<file path="src/rtl/jt6295_ch_seq_pkg.sv">
// Shared definitions for the jt6295 channel sequencer.
//   NCH      : number of ADPCM channels served round-robin
//   SLOT_W   : width of the slot (channel) index
//   AW_DEF   : default ROM byte address width
//   ptr_w()  : nibble pointer width, one bit wider than the byte address
//   state_e  : sequencer FSM encoding
package jt6295_ch_seq_pkg;

   localparam int unsigned NCH    = 4;
   localparam int unsigned SLOT_W = 2;
   localparam int unsigned AW_DEF = 18;

   // Nibble pointer is {byte address, nibble select}.
   function automatic int unsigned ptr_w(input int unsigned aw);
      return aw + 1;
   endfunction

   typedef enum logic [1:0] {StIdle, StChk, StFetch, StAdv} state_e;

endpackage

</file>
<file path="src/rtl/jt6295_ch_edge.sv">
// Per-channel start/stop edge capture for the jt6295 channel sequencer.
//   clk_i, rst_ni         : clock, asynchronous active-low reset
//   start_addr_i, ...     : phrase parameters presented with a start request
//   start_i, stop_i       : level masks from the controller
//   active_i              : channel currently playing
//   clr_i                 : sequencer consumed this channel's pending events
//   pend_start_o/stop_o   : pending events per channel
//   sh_start/stop/att_o   : phrase parameters latched on the start rise
module jt6295_ch_edge
   import jt6295_ch_seq_pkg::*;
#(
   parameter int unsigned AW = AW_DEF
) (
   input  logic                    clk_i,
   input  logic                    rst_ni,
   input  logic [AW-1:0]           start_addr_i,
   input  logic [AW-1:0]           stop_addr_i,
   input  logic [3:0]              att_i,
   input  logic [NCH-1:0]          start_i,
   input  logic [NCH-1:0]          stop_i,
   input  logic [NCH-1:0]          active_i,
   input  logic [NCH-1:0]          clr_i,
   output logic [NCH-1:0]          pend_start_o,
   output logic [NCH-1:0]          pend_stop_o,
   output logic [NCH-1:0][AW-1:0]  sh_start_o,
   output logic [NCH-1:0][AW-1:0]  sh_stop_o,
   output logic [NCH-1:0][3:0]     sh_att_o
);

   logic [NCH-1:0]         start_q, stop_q;
   logic [NCH-1:0]         pend_start_q, pend_start_d;
   logic [NCH-1:0]         pend_stop_q, pend_stop_d;
   logic [NCH-1:0][AW-1:0] sh_start_q, sh_start_d, sh_stop_q, sh_stop_d;
   logic [NCH-1:0][3:0]    sh_att_q, sh_att_d;
   logic [NCH-1:0]         start_rise, stop_rise;

   assign start_rise = start_i & ~start_q;
   assign stop_rise  = stop_i & ~stop_q;

   always_comb begin
      pend_start_d = pend_start_q;
      sh_start_d   = sh_start_q;
      sh_stop_d    = sh_stop_q;
      sh_att_d     = sh_att_q;
      // A fresh stop rise survives a same-cycle clear.
      pend_stop_d  = (pend_stop_q & ~clr_i) | stop_rise;
      for (int i = 0; i < NCH; i++) begin
         if (stop_rise[i]) begin
            // Stop beats a simultaneous start.
            pend_start_d[i] = 1'b0;
         end else if (start_rise[i] && !active_i[i]) begin
            pend_start_d[i] = 1'b1;
            sh_start_d[i]   = start_addr_i;
            sh_stop_d[i]    = stop_addr_i;
            sh_att_d[i]     = att_i;
         end else if (clr_i[i]) begin
            pend_start_d[i] = 1'b0;
         end
      end
   end

   always_ff @(posedge clk_i or negedge rst_ni) begin
      if (!rst_ni) begin
         start_q      <= '0;
         stop_q       <= '0;
         pend_start_q <= '0;
         pend_stop_q  <= '0;
         sh_start_q   <= '0;
         sh_stop_q    <= '0;
         sh_att_q     <= '0;
      end else begin
         start_q      <= start_i;
         stop_q       <= stop_i;
         pend_start_q <= pend_start_d;
         pend_stop_q  <= pend_stop_d;
         sh_start_q   <= sh_start_d;
         sh_stop_q    <= sh_stop_d;
         sh_att_q     <= sh_att_d;
      end
   end

   assign pend_start_o = pend_start_q;
   assign pend_stop_o  = pend_stop_q;
   assign sh_start_o   = sh_start_q;
   assign sh_stop_o    = sh_stop_q;
   assign sh_att_o     = sh_att_q;

endmodule

</file>
<file path="src/rtl/jt6295_ch_seq.sv">
// Four-channel ADPCM nibble sequencer. Each cen4 slot serves one channel
// (round-robin 0..3), fetching ROM bytes as needed and emitting one 4-bit code.
//   clk, rst_n                       : clock, asynchronous active-low reset
//   cen4                             : slot strobe
//   start_addr/stop_addr/att         : phrase parameters from the controller
//   start, stop                      : per-channel request level masks
//   busy                             : channel active or start pending
//   rom_addr/rom_cs/rom_data/rom_ok  : ROM byte interface
//   smp_*                            : registered sample towards the decoder
//   overrun                          : sticky, cen4 arrived mid-slot
module jt6295_ch_seq
   import jt6295_ch_seq_pkg::*;
#(
   parameter int unsigned AW = AW_DEF
) (
   input  logic          clk,
   input  logic          rst_n,
   input  logic          cen4,
   input  logic [AW-1:0] start_addr,
   input  logic [AW-1:0] stop_addr,
   input  logic [3:0]    att,
   input  logic [3:0]    start,
   input  logic [3:0]    stop,
   output logic [3:0]    busy,
   output logic [AW-1:0] rom_addr,
   output logic          rom_cs,
   input  logic [7:0]    rom_data,
   input  logic          rom_ok,
   output logic          smp_valid,
   output logic [1:0]    smp_ch,
   output logic [3:0]    smp_nib,
   output logic [3:0]    smp_att,
   output logic          smp_act,
   output logic          smp_first,
   output logic          overrun
);

   localparam int unsigned PW = ptr_w(AW);

   state_e                  state_q, state_d;
   logic [SLOT_W-1:0]       slot_q, slot_d;
   logic [NCH-1:0][PW-1:0]  ptr_q, ptr_d;
   logic [NCH-1:0][AW-1:0]  end_q, end_d;
   logic [NCH-1:0][3:0]     att_q, att_d, low_q, low_d;
   logic [NCH-1:0]          active_q, active_d, first_q, first_d;
   logic                    smp_valid_q, smp_valid_d, smp_act_q, smp_act_d;
   logic                    smp_first_q, smp_first_d, overrun_q, overrun_d;
   logic [1:0]              smp_ch_q, smp_ch_d;
   logic [3:0]              smp_nib_q, smp_nib_d, smp_att_q, smp_att_d;

   logic [NCH-1:0]          clr, pend_start, pend_stop;
   logic [NCH-1:0][AW-1:0]  sh_start, sh_stop;
   logic [NCH-1:0][3:0]     sh_att;

   jt6295_ch_edge #(
      .AW (AW)
   ) u_edge (
      .clk_i        (clk),
      .rst_ni       (rst_n),
      .start_addr_i (start_addr),
      .stop_addr_i  (stop_addr),
      .att_i        (att),
      .start_i      (start),
      .stop_i       (stop),
      .active_i     (active_q),
      .clr_i        (clr),
      .pend_start_o (pend_start),
      .pend_stop_o  (pend_stop),
      .sh_start_o   (sh_start),
      .sh_stop_o    (sh_stop),
      .sh_att_o     (sh_att)
   );

   // State register
   always_ff @(posedge clk or negedge rst_n) begin
      if (!rst_n) state_q <= StIdle;
      else        state_q <= state_d;
   end

   // Next state
   always_comb begin
      state_d = state_q;
      unique case (state_q)
         StIdle:  if (cen4) state_d = StChk;
         StChk:   state_d = (active_q[slot_q] && !ptr_q[slot_q][0]) ? StFetch : StAdv;
         StFetch: if (rom_ok) state_d = StAdv;
         StAdv:   state_d = StIdle;
         default: state_d = StIdle;
      endcase
   end

   // Outputs driven straight from state so rom_cs drops with reset
   always_comb begin
      rom_cs   = (state_q == StFetch);
      rom_addr = rom_cs ? ptr_q[slot_q][PW-1:1] : '0;
   end

   // Channel datapath and sample emission
   always_comb begin
      slot_d      = slot_q;
      ptr_d       = ptr_q;
      end_d       = end_q;
      att_d       = att_q;
      low_d       = low_q;
      active_d    = active_q;
      first_d     = first_q;
      clr         = '0;
      smp_valid_d = 1'b0;
      smp_ch_d    = smp_ch_q;
      smp_nib_d   = smp_nib_q;
      smp_att_d   = smp_att_q;
      smp_act_d   = smp_act_q;
      smp_first_d = smp_first_q;
      overrun_d   = overrun_q | (cen4 && (state_q != StIdle));

      unique case (state_q)
         StIdle: begin
            if (cen4) begin
               clr[slot_q] = 1'b1;
               if (pend_stop[slot_q]) active_d[slot_q] = 1'b0;
               if (pend_start[slot_q]) begin
                  ptr_d[slot_q]    = {sh_start[slot_q], 1'b0};
                  end_d[slot_q]    = sh_stop[slot_q];
                  att_d[slot_q]    = sh_att[slot_q];
                  active_d[slot_q] = 1'b1;
                  first_d[slot_q]  = 1'b1;
               end
            end
         end
         StChk: begin
            if (!active_q[slot_q] || ptr_q[slot_q][0]) begin
               smp_valid_d = 1'b1;
               smp_ch_d    = slot_q;
               smp_att_d   = att_q[slot_q];
               smp_act_d   = active_q[slot_q];
               smp_first_d = active_q[slot_q] & first_q[slot_q];
               smp_nib_d   = active_q[slot_q] ? low_q[slot_q] : 4'h0;
            end
         end
         StFetch: begin
            if (rom_ok) begin
               low_d[slot_q] = rom_data[3:0];
               smp_valid_d   = 1'b1;
               smp_ch_d      = slot_q;
               smp_att_d     = att_q[slot_q];
               smp_act_d     = 1'b1;
               smp_first_d   = first_q[slot_q];
               smp_nib_d     = rom_data[7:4];
            end
         end
         StAdv: begin
            if (active_q[slot_q]) begin
               if (ptr_q[slot_q][0] && (ptr_q[slot_q][PW-1:1] == end_q[slot_q])) begin
                  active_d[slot_q] = 1'b0;
               end else begin
                  // Toggles the nibble and carries into the byte address, wrapping at 2^AW.
                  ptr_d[slot_q] = ptr_q[slot_q] + 1'b1;
               end
            end
            first_d[slot_q] = 1'b0;
            slot_d          = slot_q + 1'b1;
         end
         default: ;
      endcase
   end

   always_ff @(posedge clk or negedge rst_n) begin
      if (!rst_n) begin
         slot_q      <= '0;
         ptr_q       <= '0;
         end_q       <= '0;
         att_q       <= '0;
         low_q       <= '0;
         active_q    <= '0;
         first_q     <= '0;
         smp_valid_q <= 1'b0;
         smp_ch_q    <= '0;
         smp_nib_q   <= '0;
         smp_att_q   <= '0;
         smp_act_q   <= 1'b0;
         smp_first_q <= 1'b0;
         overrun_q   <= 1'b0;
      end else begin
         slot_q      <= slot_d;
         ptr_q       <= ptr_d;
         end_q       <= end_d;
         att_q       <= att_d;
         low_q       <= low_d;
         active_q    <= active_d;
         first_q     <= first_d;
         smp_valid_q <= smp_valid_d;
         smp_ch_q    <= smp_ch_d;
         smp_nib_q   <= smp_nib_d;
         smp_att_q   <= smp_att_d;
         smp_act_q   <= smp_act_d;
         smp_first_q <= smp_first_d;
         overrun_q   <= overrun_d;
      end
   end

   assign busy      = active_q | pend_start;
   assign smp_valid = smp_valid_q;
   assign smp_ch    = smp_ch_q;
   assign smp_nib   = smp_nib_q;
   assign smp_att   = smp_att_q;
   assign smp_act   = smp_act_q;
   assign smp_first = smp_first_q;
   assign overrun   = overrun_q;

endmodule

</file>
<file path="config.mk">
export PLATFORM = sky130hd
export DESIGN_NAME = jt6295_ch_seq
export DESIGN_NICKNAME = d
export VERILOG_FILES = /design/src/rtl/jt6295_ch_seq_pkg.sv /design/src/rtl/jt6295_ch_edge.sv /design/src/rtl/jt6295_ch_seq.sv
export SDC_FILE = /design/constraint.sdc
export NUM_CORES = 1
export LEC_CHECK = 0
export CAP_MARGIN = 10
export CORE_MARGIN = 2
export CORE_UTILIZATION = 54
export CTS_CLUSTER_DIAMETER = 60
export DETAILED_ROUTE_END_ITERATION = 8
export PLACE_DENSITY = 0.76
export SKIP_CTS_REPAIR_TIMING = 1
export SYNTH_ARGS = -nofsm -noshare
export SYNTH_HDL_FRONTEND = slang
export SYNTH_SLANG_ARGS = --single-unit
</file>
<file path="constraint.sdc">
create_clock -name clk -period 3.6 [get_ports clk]
set_input_delay 0.36 -clock clk [delete_from_list [all_inputs] [get_ports clk]]
set_output_delay 0.36 -clock clk [all_outputs]
set_load 0.1 [all_outputs]
</file>
Word-level counts from Yosys, hierarchy flattened

Cells that the tools add are included.

Output and inout bits: 37
Input bits: 60
Flip-flop bits (word level): 382

Muxes and demuxes: 89
Add/subtract/negate cells: 2
Order comparisons: 2
Bitwise gates (word level): 19
Reduce and logical (&&, ||, !) cells: 34
Equal/unequal tests: 11

Operator list:

| operator                                      | number |
|---|---|
| 2-to-1 mux 76 bit                             | 4 |
| bitwise mux 76 bit                            | 2 |
| one-hot mux 76 bit (2 select lines)           | 1 |
| binary-select mux 18 bit (select 2 bit)       | 3 |
| 2-to-1 mux 18 bit                             | 5 |
| 2-to-1 mux 4 bit                              | 20 |
| bitwise mux 72 bit                            | 1 |
| binary-select mux 19 bit (select 2 bit)       | 1 |
| demux 19 bit (select 2 bit)                   | 1 |
| 2-to-1 mux 19 bit                             | 2 |
| demux 18 bit (select 2 bit)                   | 1 |
| bitwise mux 16 bit                            | 2 |
| one-hot mux 4 bit (2 select lines)            | 4 |
| binary-select mux 4 bit (select 2 bit)        | 3 |
| 2-to-1 mux 1 bit                              | 24 |
| AND 4 bit                                     | 5 |
| adder 19 x 1 -> 19 bit, second input constant | 1 |
| equality test 18 bit                          | 1 |
| inverter 4 bit                                | 4 |
| bitwise OR 4 bit                              | 4 |
| != test 2 bit, second input constant          | 6 |
| AND reduction 2 bit                           | 6 |
| nonzero test 3 bit                            | 4 |
| AND reduction 3 bit                           | 3 |
| other kinds (23)                              | 49 |

Longest topological paths before layout

Gate-level depths: netlist of run 1.

Depth after elaboration: 13
Gate-level depth with buffers: 13
Gate-level depth less buffers: 8

Modules after synthesis

From an unflattened synthesis of run 1, not the netlist that was laid out.

Cell total of the unflattened synthesis: 1158
Area, all modules: 17834.6 µm²

By module, submodules not included:

| module         | area each (µm²) | cells an instance | times used | sequential area each (µm²) |
|---|---|---|---|---|
| jt6295_ch_seq  | 11143.2         | 778               | 1          | 5154.9 |
| jt6295_ch_edge | 6691.4          | 380               | 1          | 4404.2 |

Least setup slack after synthesis of run 1

No wires, ideal clock.

Kind: flip-flop to flip-flop
From: reg slot_q[0]
To: reg att_q[10] in the netlist's numbering
Library setup time: 0.125 ns
Cell stages (with the launch flop): 13
Arrival time: 3.261 ns
Slack: 0.215 ns
Period minus slack after synthesis: 3.385 ns
Path through: dfrtp_1 -> buf_6 -> buf_6 -> buf_4 -> buf_2 -> buf_1 -> inv_1 -> ha_1 -> nand3_1 -> nand2b_1 -> clkbuf_1 -> buf_1 -> mux2_2

Word-level cells in the longest chain between the ends: 5
Elaborated cells on any way between the ends: 11

Ends and longest elaborated chain:

| what                                                                                                                   | RTL line             | text |
|---|---|---|
| from (decl)                                                                                                            | jt6295_ch_seq.sv:41  | `logic [SLOT_W-1:0] slot_q, slot_d;` |
| from (signal assigned)                                                                                                 | jt6295_ch_seq.sv:184 | `slot_q <= slot_d;` |
| < comparator 2 x 3 -> 1 bit (not written as such) / greater-or-equal comparator 2 x 1 -> 1 bit (equally long branches) | jt6295_ch_seq.sv:124 | `att_d[slot_q] = sh_att[slot_q];` |
| logical AND 1 bit (not written as such)                                                                                | jt6295_ch_seq.sv:124 |  |
| 2-to-1 mux 4 bit (not written as such)                                                                                 | jt6295_ch_seq.sv:124 |  |
| demux 4 bit (select 2 bit)                                                                                             | jt6295_ch_seq.sv:124 |  |
| bitwise mux 16 bit                                                                                                     | jt6295_ch_seq.sv:124 |  |
| to (signal assigned)                                                                                                   | jt6295_ch_seq.sv:187 | `att_q <= att_d;` |
| to (decl)                                                                                                              | jt6295_ch_seq.sv:44  | `logic [NCH-1:0][3:0] att_q, att_d, low_q, low_d;` |

Parallel ways exist; a longest one is shown, timed or not. The select of a mux whose other input is x is not followed.
A chain may end at the register's enable or synchronous reset.

Final worst setup path of run 1

From: reg slot_q[0]
To: reg active_q[3]

Word-level cells in the longest chain between the ends: 13
Elaborated cells on any way between the ends: 31

Ends and longest elaborated chain:

| what                                                                                                                   | RTL line                                                         | text |
|---|---|---|
| < comparator 2 x 3 -> 1 bit (not written as such) / greater-or-equal comparator 2 x 1 -> 1 bit (equally long branches) | jt6295_ch_seq.sv:120, jt6295_ch_seq.sv:125, jt6295_ch_seq.sv:154 |  |
| logical AND 1 bit (not written as such)                                                                                | jt6295_ch_seq.sv:120, jt6295_ch_seq.sv:125, jt6295_ch_seq.sv:154 |  |
| 2-to-1 mux 1 bit (not written as such)                                                                                 | jt6295_ch_seq.sv:120, jt6295_ch_seq.sv:125, jt6295_ch_seq.sv:154 |  |
| demux 1 bit (select 2 bit)                                                                                             | jt6295_ch_seq.sv:120, jt6295_ch_seq.sv:125, jt6295_ch_seq.sv:154 |  |
| inverter 4 bit (no source line)                                                                                        | -                                                                |  |
| AND 4 bit (no source line)                                                                                             | -                                                                |  |
| 2-to-1 mux 4 bit                                                                                                       | jt6295_ch_seq.sv:120                                             | `if (pend_stop[slot_q]) active_d[slot_q] = 1'b0;` |
| 2-to-1 mux 4 bit                                                                                                       | jt6295_ch_seq.sv:118                                             | `if (cen4) begin` |
| 2-to-1 mux 4 bit                                                                                                       | jt6295_ch_seq.sv:116                                             | `unique case (state_q)` |
| bitwise OR 4 bit (no source line)                                                                                      | -                                                                |  |
| 2-to-1 mux 4 bit                                                                                                       | jt6295_ch_seq.sv:121                                             | `if (pend_start[slot_q]) begin` |
| 2-to-1 mux 4 bit                                                                                                       | jt6295_ch_seq.sv:118                                             |  |
| one-hot mux 4 bit (2 select lines)                                                                                     | jt6295_ch_seq.sv:116                                             |  |
| to (signal assigned)                                                                                                   | jt6295_ch_seq.sv:189                                             | `active_q <= active_d;` |
| to (decl)                                                                                                              | jt6295_ch_seq.sv:45                                              | `logic [NCH-1:0] active_q, active_d, first_q, first_d;` |

Parallel ways exist; a longest one is shown, timed or not. The select of a mux whose other input is x is not followed.

==> results of run 1 <==
[worst paths after layout]
check	depth (start not counted)	slack (ns)	startpoint	end
setup / recovery	9	0.27	slot_q[0]	active_q[3]
hold / removal	1	0.32	stop[2]	u_edge.stop_q[2]
setup reg to reg	9	0.27	slot_q[0]	active_q[3]
hold reg to reg	1	0.46	overrun	overrun
max in group asynchronous	3	2.08	rst_n	u_edge.sh_stop_o[21]
min in group asynchronous	2	0.48	rst_n	low_q[3]
[cell usage after synthesis, types with 8 or more instances]
master	n	area share [%]
buf_1	23	0.49
clkbuf_1	25	0.53
inv_1	11	0.23
nand2b_1	11	0.39
and2_1	18	0.63
a21oi_1	29	0.82
nand3_1	25	0.70
a211oi_1	8	0.34
dfrtp_1	382	54
mux2_2	303	19
mux4_2	83	11
mux2_4	40	3.4
xnor2_1	12	0.59
nor2_1	40	0.84
xor2_1	21	1.0
nand2_1	37	0.78
ha_1	9	0.63
[state kept, by name, summed over array words and instances, names as in the netlist, 16 cells and up, named ones only]
signal	flops
u_edge.sh_att_o	16
att_q	16
u_edge.sh_stop_o	72
low_q	16
ptr_q	76
u_edge.sh_start_o	72
end_q	72
[stage by stage]
| step | instance area, um2 | power (mW) | cells |
|---|---|---|---|
| 2_1_floorplan | 17800 | 13.5 | 1162 |
| 3_3_place_gp | 19500 | 15.8 | 1681 |
| 3_5_place_dp | 19500 | 16.1 | 1681 |
| 4_1_cts | 20800 | 20.2 | 1754 |
| 5_1_grt | 20800 | 21.2 | 1755 |
| 6_report | 20800 | 20.1 | 1755 |
[area by class of cell]
cell class,count,area share [%]
Multi-Input combinational cell,706,37.8
Clock buffer,61,5.79
Sequential cell,382,46.0
Inverter,11,0.199
Timing Repair Buffer,141,7.02
Clock inverter,12,0.464
Tap cell,442,2.66
[logic make-up after synthesis]
family	share of synthesized area (%)
DFF	53.8
adders and majority gates	0.633
xor gates and xnor gates	1.63
AOI/OAI and AO/OA	2.32
and+or+nand+nor	5.26
muxes	34.2
buffers and inverters	2.15
[layer usage]
layer | routed length, um | up-vias | track usage, %
li1 | - | 4551 | -
met1 | 17500 | 5469 | 34.0
met2 | 18900 | 211 | 38.2
met3 | 1690 | 51 | 4.01
met4 | 728 | 0 | 5.56
met5 | 0 | - | 0
[report_power, final]
group / leakage, nW / internal, mW / switching (mW) / total, mW
sequential: 4.67 / 5.88 / 0.864 / 6.74
clock: 0.634 / 2.39 / 1.66 / 4.05
combinational: 3.78 / 4.12 / 5.22 / 9.34
[worst reg2reg max path, cell delays in order (launching register included)]
cell and delay [ns]:
dfrtp_4 0.57, buf_12 0.27, buf_4 0.22, buf_4 0.34, mux4_2 0.29, or3b_2 0.44
a21oi_1 0.25, nand3_1 0.12, o31ai_1 0.50, a211oi_1 0.17
==> qor.txt, run 1 <==
most frequent cells in the layout: dfrtp_1 (380), mux2_2 (303), mux4_2 (83)
CTS Buf Count: 42
final wirelength: 38800 um
DR WL/cell: 22.1 um
antenna violations before repair: 0
unrepaired setup endpoints after global routing: false
crit path kind: reg -> reg
num rows: 66
Tmin final: 3.33 ns
Vias: 10300
CTS sink cnt: 382
commonest non-fill, non-tap cell in the layout: dfrtp_1
routed vias/inst: 5.86
core area: 32500 um2
Post-synth EDFFs: 0
Max FO, Critical Path: 24
Worst Tran Pin Value: 0.995 ns
Avg Inst Size Synth: 15.3 um2
max cap viols: 0
vias in the first global route: 11100
Synth warnings: 0
largest net degree at the start of global routing: 103
Peak VDD IR: 497 uV
final worst-path setup slack: 0.269 ns
clk_lat worst skew: 0.52 ns
diodes inserted: 0
dpl hpwl: 25800 um
min-delay worst type: in -> reg
Worst Setup End Kind: register
CP top delay family: compound AO/OA/AOI/OAI gates
Final period util: 92.5%
leak pwr: 9.08 nW
data arrival time of the worst path: 3.70 ns
First-pass DRT Iterations: 5
Reg clk slew, reported paths: 0.06 ns
NumNets Final: 1353
Final Slew Violations: 0
clk_skew: 0.0171 ns
fillers: 2329
Mapped Nets: 1231
IO Pins: 97
number of synthesized register bits: 382
first-pass GRT wire length: 62300 um
Hold Vio Cnt, Final: 0
cell area after synthesis: 17800 um2
Synth Instances: 1162
CTS tree: done
DRT antenna net count: 0
Critical Path Max Stage Delay: 0.57 ns
most used cell along the critical path: buf_4
CTS H-Tree Depth: 2
fmax: 300 MHz
DRT iter0 DRCs: 605
Multi-input gate area: 7860 um2
CP startpoint kind: register
pwr/cell area: 969 nW/um2
routability congestion estimate: 0.863
Post-Route Utilization: 64.0%
final setup fails: 0
Initial Utilization: 54.8%
slowest CP cell: dfrtp_4
top_reg_cell synth: dfrtp_1
Die X: 185 um
Clock Path Buffers: 3
Reg area: 9570 um2
share of async-settable or async-resettable flops after synthesis: 100%
Root Driver: clkbuf_16
outcome: complete, no violations
post-synth cell types: 50
port bufs: 96
WHS: 0.317 ns
gr ovfl total: 0
layout cells sized above 1: 43.9%
Critical path buffers and inverters: 3
area grow syn2layout: 16.9%
Die H: 185 um
Post-Place Setup Slack: 0.275 ns
CP Cell Sequence: buf_12 > buf_4 > buf_4 > mux4_2 > or3b_2 > a21oi_1 > nand3_1 > o31ai_1 > a211oi_1
Total Routing Usage GR: 23.7%
Remaining DRCs: 0
Slew headroom: 33.4%
Req. time, crit path: 3.97 ns
setup TNS: 0 ns
DIE AREA: 34400 um2
post-synthesis sequential area ratio: 53.8%
Note: power is estimated with default switching activity, not from simulation.
==> run 2: changes to the inputs <==
GPL_ROUTABILITY_DRIVEN = 0   (was unset)
==> results of run 2 <==
The final DEF is identical to that of run 1; final timing and power are the same.
